===== src/rtl/dmem_arbiter.sv =====
// Two-port arbiter that shares the data-memory/MMIO port between the CPU MEM stage (A)
// and the boot/debug DMA engine (B). It uses round-robin arbitration with a bounded B burst lock.
module dmem_arbiter #(
  parameter int ADDR_W    = 32,
  parameter int DATA_W    = 32,
  parameter int MAX_BURST = 8
) (
  input  logic              clk,
  input  logic              reset,
  input  logic              a_req,
  input  logic              a_we,
  input  logic [ADDR_W-1:0] a_addr,
  input  logic [DATA_W-1:0] a_wdata,
  output logic              a_gnt,
  output logic              a_stall,
  output logic [DATA_W-1:0] a_rdata,
  output logic              a_rvalid,
  input  logic              b_req,
  input  logic              b_we,
  input  logic              b_lock,
  input  logic [ADDR_W-1:0] b_addr,
  input  logic [DATA_W-1:0] b_wdata,
  output logic              b_gnt,
  output logic [DATA_W-1:0] b_rdata,
  output logic              b_rvalid,
  output logic [ADDR_W-1:0] mem_addr,
  output logic [DATA_W-1:0] mem_wdata,
  output logic              mem_read,
  output logic              mem_write,
  input  logic [DATA_W-1:0] mem_rdata
);

  localparam int CNT_W = $clog2(MAX_BURST + 1);
  localparam logic [CNT_W-1:0] MAX_CNT = CNT_W'(MAX_BURST);

  typedef enum logic {PORT_A = 1'b0, PORT_B = 1'b1} port_e;

  port_e             r_last_served;
  logic              r_locked;
  logic [CNT_W-1:0]  r_burst_cnt;
  logic              r_a_rvalid;
  logic              r_b_rvalid;
  logic [DATA_W-1:0] r_a_rdata;
  logic [DATA_W-1:0] r_b_rdata;

  logic              w_a_gnt;
  logic              w_b_gnt;
  logic [CNT_W-1:0]  w_cnt_next;

  // NOTE: every signal written here gets a default first, so no path can infer a latch.
  always_comb begin
    w_a_gnt = 1'b0;
    w_b_gnt = 1'b0;
    if (a_req && b_req) begin
      // An active B lock wins ties only until the burst budget is spent.
      if (r_locked && (r_burst_cnt < MAX_CNT)) w_b_gnt = 1'b1;
      else if (r_last_served == PORT_B)        w_a_gnt = 1'b1;
      else                                     w_b_gnt = 1'b1;
    end else begin
      w_a_gnt = a_req;
      w_b_gnt = b_req;
    end
  end

  always_comb begin
    mem_addr  = '0;
    mem_wdata = '0;
    mem_read  = 1'b0;
    mem_write = 1'b0;
    if (w_a_gnt) begin
      mem_addr  = a_addr;
      mem_wdata = a_wdata;
      mem_read  = ~a_we;
      mem_write = a_we;
    end else if (w_b_gnt) begin
      mem_addr  = b_addr;
      mem_wdata = b_wdata;
      mem_read  = ~b_we;
      mem_write = b_we;
    end
  end

  assign w_cnt_next = (r_burst_cnt == MAX_CNT) ? MAX_CNT : r_burst_cnt + 1'b1;

  // NOTE: sequential state uses non-blocking assignments so every register samples pre-edge values.
  always_ff @(posedge clk) begin
    if (reset) begin
      r_last_served <= PORT_B;
      r_locked      <= 1'b0;
      r_burst_cnt   <= '0;
      r_a_rvalid    <= 1'b0;
      r_b_rvalid    <= 1'b0;
      r_a_rdata     <= '0;
      r_b_rdata     <= '0;
    end else begin
      r_a_rvalid <= w_a_gnt & ~a_we;
      r_b_rvalid <= w_b_gnt & ~b_we;
      if (w_a_gnt && !a_we) r_a_rdata <= mem_rdata;
      if (w_b_gnt && !b_we) r_b_rdata <= mem_rdata;

      if (w_a_gnt) begin
        r_last_served <= PORT_A;
        r_locked      <= 1'b0;
        r_burst_cnt   <= '0;
      end else if (w_b_gnt) begin
        r_last_served <= PORT_B;
        r_locked      <= b_lock;
        r_burst_cnt   <= b_lock ? w_cnt_next : '0;
      end
    end
  end

  assign a_gnt    = w_a_gnt;
  assign b_gnt    = w_b_gnt;
  assign a_stall  = a_req & ~w_a_gnt;
  assign a_rvalid = r_a_rvalid;
  assign b_rvalid = r_b_rvalid;
  assign a_rdata  = r_a_rdata;
  assign b_rdata  = r_b_rdata;

endmodule

===== config.mk =====
export PLATFORM = sky130hd
export DESIGN_NAME = dmem_arbiter
export DESIGN_NICKNAME = d
export VERILOG_FILES = /design/src/rtl/dmem_arbiter.sv
export SDC_FILE = /design/constraint.sdc
export NUM_CORES = 1
export LEC_CHECK = 0
export CORE_AREA = 2 2 118 120
export DETAILED_ROUTE_END_ITERATION = 8
export DIE_AREA = 0 0 120 122
export PLACE_DENSITY = 0.7
export SETUP_SLACK_MARGIN = 0.15
export SYNTH_ARGS = -nofsm -noshare
export SYNTH_HDL_FRONTEND = slang
export SYNTH_SLANG_ARGS = --single-unit

===== constraint.sdc =====
create_clock -name clk -period 2.5 [get_ports clk]
set_input_delay 0.375 -clock clk [delete_from_list [all_inputs] [get_ports clk]]
set_output_delay 0.375 -clock clk [all_outputs]
set_load 0.1 [all_outputs]

==> impl_results.md <==
- Status: finished clean
- CP required: 2.12 ns
- Hold slack final: 0.418 ns
- Area Overhead vs Synth: 113%
- Final core occ: 0.569
- Core area: 13500 µm²
- Routed WL: 16900 µm
- Fin crit share: 0.908
- # IOs: 302
- 1st-iter DRT viols: 338
- Synth Flop Type: dfxtp_1
- Place WS: 0.0294 ns
- Clk root buf: clkbuf_16
- Final Hold Fails: 0
- Layout cells sized above 1: 0.262
- Register area share after synthesis: 0.399
- DR vias: 4164
- Synth Area in Compound Gates: 0.234
- Setup Viol. Count Final: 0
- Num CTS Buffers: 9
- Vias per inst: 4.72
- Minimum clock period: 2.27 ns
- Die width: 120 µm
- Post-synthesis mux area share: 0.0887
- Final TNS setup: 0 ns
- Warnings, synthesis: 0
- Crit path DAT: 1.89 ns
- Rel. slew slack: 0.740
- Setup Crit Path Kind: reg2out
- Crit end category: output pin
- Synth Area in Adders: 0.00693
- Cell area power density: 669 nW/µm²
- Worst-Margin Slew: 0.390 ns
- DIE AREA: 14600 µm²
- Number of global-route vias before repair: 4089
- RSZ-0062 raised after global routing: false
- Yosys cell types: 31
- Post-Synth Simple-Gate Area: 0.213
- Fin nets: 867
- First-pass GRT wire length: 24100 µm
- Synth Register Bits: 72
- Max-Cap Viols: 0
- Global router's overall resource usage: 0.218
- Fillers: 1149
- DR DRC count: 0
- Antenna cells: 0
- Worst skew pair latency: 0.33 ns
- Drt first pass iters: 4
- Peak VDD IR: 0.420 mV
- CTS max path bufs: 2
- Starting Density: 0.267
- Row count: 43
- Crit Path Max Fanout: 33
- Final Wtd Congestion: 0.910
- Syn_nets: 577
- CP Launch Type: register
- Die H: 122 µm
- GRT overflow: 0
- CTS Sinks: 72
- DR WL/cell: 19.2 µm
- Largest family of logic cells by synthesized area: compound AO/OA/AOI/OAI gates
- Placed insts: 866
- Async set or reset register ratio after synthesis: 0
- Post-Synth XOR/XNOR Area: 0
- Max-slew violations: 0
- Pleak: 0.00327 µW
- Antenna violations before repair: 0
- Finished Layout Cells: 883
- CTS tree: yes
- Mapped Cells: 408
- Final ANT Viol Nets: 0
- Fmax: 0.441 GHz
- Largest net degree at the start of global routing: 61
- Avg Cell Area, Syn: 8.85 µm²
- # port buffers: 301
- Final Worst Setup Slack: 0.230 ns
- H-tree levels: 3
- Worst-path clk slew: 0.06 ns
- Post-DP HPWL: 13400 µm
- Hold WC Path Type: in2reg
- Mapped Area: 3610 µm²
- Post-synth EDFFs: 0
- Clock skew: 0.00895 ns
[cell usage after synthesis, drive strengths merged, types with 2 or more instances]
master / instances / area, µm²
clkbuf: 16 / 60.1
inv: 6 / 22.5
a22o: 64 / 561
dfxtp: 72 / 1440
o21ai: 2 / 21.3
nand3: 2 / 10.0
buf: 20 / 128
nor2b: 2 / 27.5
nand2: 71 / 269
nor2: 4 / 15.0
nand2b: 66 / 413
mux2i: 32 / 320
ha: 2 / 25.0
a21oi: 37 / 185
[critical path, stage by stage, from the launching register on]
cell	delay, ns
dfxtp_1	0.36
nor2b_4	0.21
o21ai_4	0.08
inv_2	0.17
buf_12	0.22
a22o_1	0.30
buf_12	0.21
[report_power, final]
part	internal, µW	leakage (µW)	total [µW]	switching, µW
Combinational	927	0.00254	2620	1700
Clock	798	0.000145	1280	481
Sequential	1210	0.000588	1240	32.5
Total	2930	0.00327	5140	2210
[repair_timing]
item,CTS,global route
hold buffers,0,0
buffers inserted,0,1
setup endpoints to repair,6,1
gates resized for setup,6,0
[flip-flops by register name, summed over array words and instances, names as in the netlist]
name / count
a_rdata: 32
a_rvalid: 1
b_rdata: 32
b_rvalid: 1
r_burst_cnt: 4
r_last_served: 1
r_locked: 1
[cell usage in the layout, fill, tap and decap left out, types with 2 or more instances in the layout]
master,count
dlygate4sd2_1,2
nand3_1,2
nand2_1,70
dfxtp_1,72
buf_12,74
nor2b_4,2
clkdlybuf4s50_1,163
buf_4,75
a21oi_1,37
nor2_1,3
inv_1,5
ha_1,2
nand2b_1,66
a22o_2,9
clkbuf_16,9
a22o_1,54
mux2i_1,32
clkinv_2,2
[final timing paths]
| path | start | endpoint | slack [ns] | depth (start not counted) |
|---|---|---|---|---|
| worst max register to register | r_burst_cnt[3] | a_rdata[19] | 0.78 | 6 |
| worst min register to register | b_rdata[16] | b_rdata[16] | 0.46 | 2 |
| worst max-delay path | r_burst_cnt[3] | mem_addr[1] | 0.23 | 6 |
| worst min-delay path | reset | b_rdata[21] | 0.42 | 2 |
[area by class of cell]
class | count | area [µm²] | area share
Clock inverter | 5 | 56.3 | 0.00733
Clock buffer | 11 | 243 | 0.0316
Tap cell | 180 | 225 | 0.0293
Inverter | 6 | 22.5 | 0.00293
Timing Repair Buffer | 315 | 3700 | 0.482
Sequential cell | 72 | 1440 | 0.188
Multi-Input combinational cell | 294 | 1990 | 0.260
[cells by family after synthesis]
group,count (synthesis)
buffers and inverters,42
AOI/OAI and AO/OA,110
muxes,32
DFF,72
adders and majority gates,2
and+or+nand+nor,150
[metal layers]
layer	up-vias	part of all wire	GRT usage
li1	1999	-	-
met3	19	0.085	0.0815
met5	-	0	0
met1	1985	0.38	0.242
met4	0	0.018	0.0676
met2	161	0.51	0.388
[stage by stage]
step / area (µm²) / total power, µW
2_1_floorplan: 3630 / 2860
3_3_place_gp: 7360 / 3870
3_5_place_dp: 7360 / 3880
4_1_cts: 7670 / 5180
5_1_grt: 7680 / 5290
6_report: 7680 / 5140
Power figures use the tool's default switching activity.
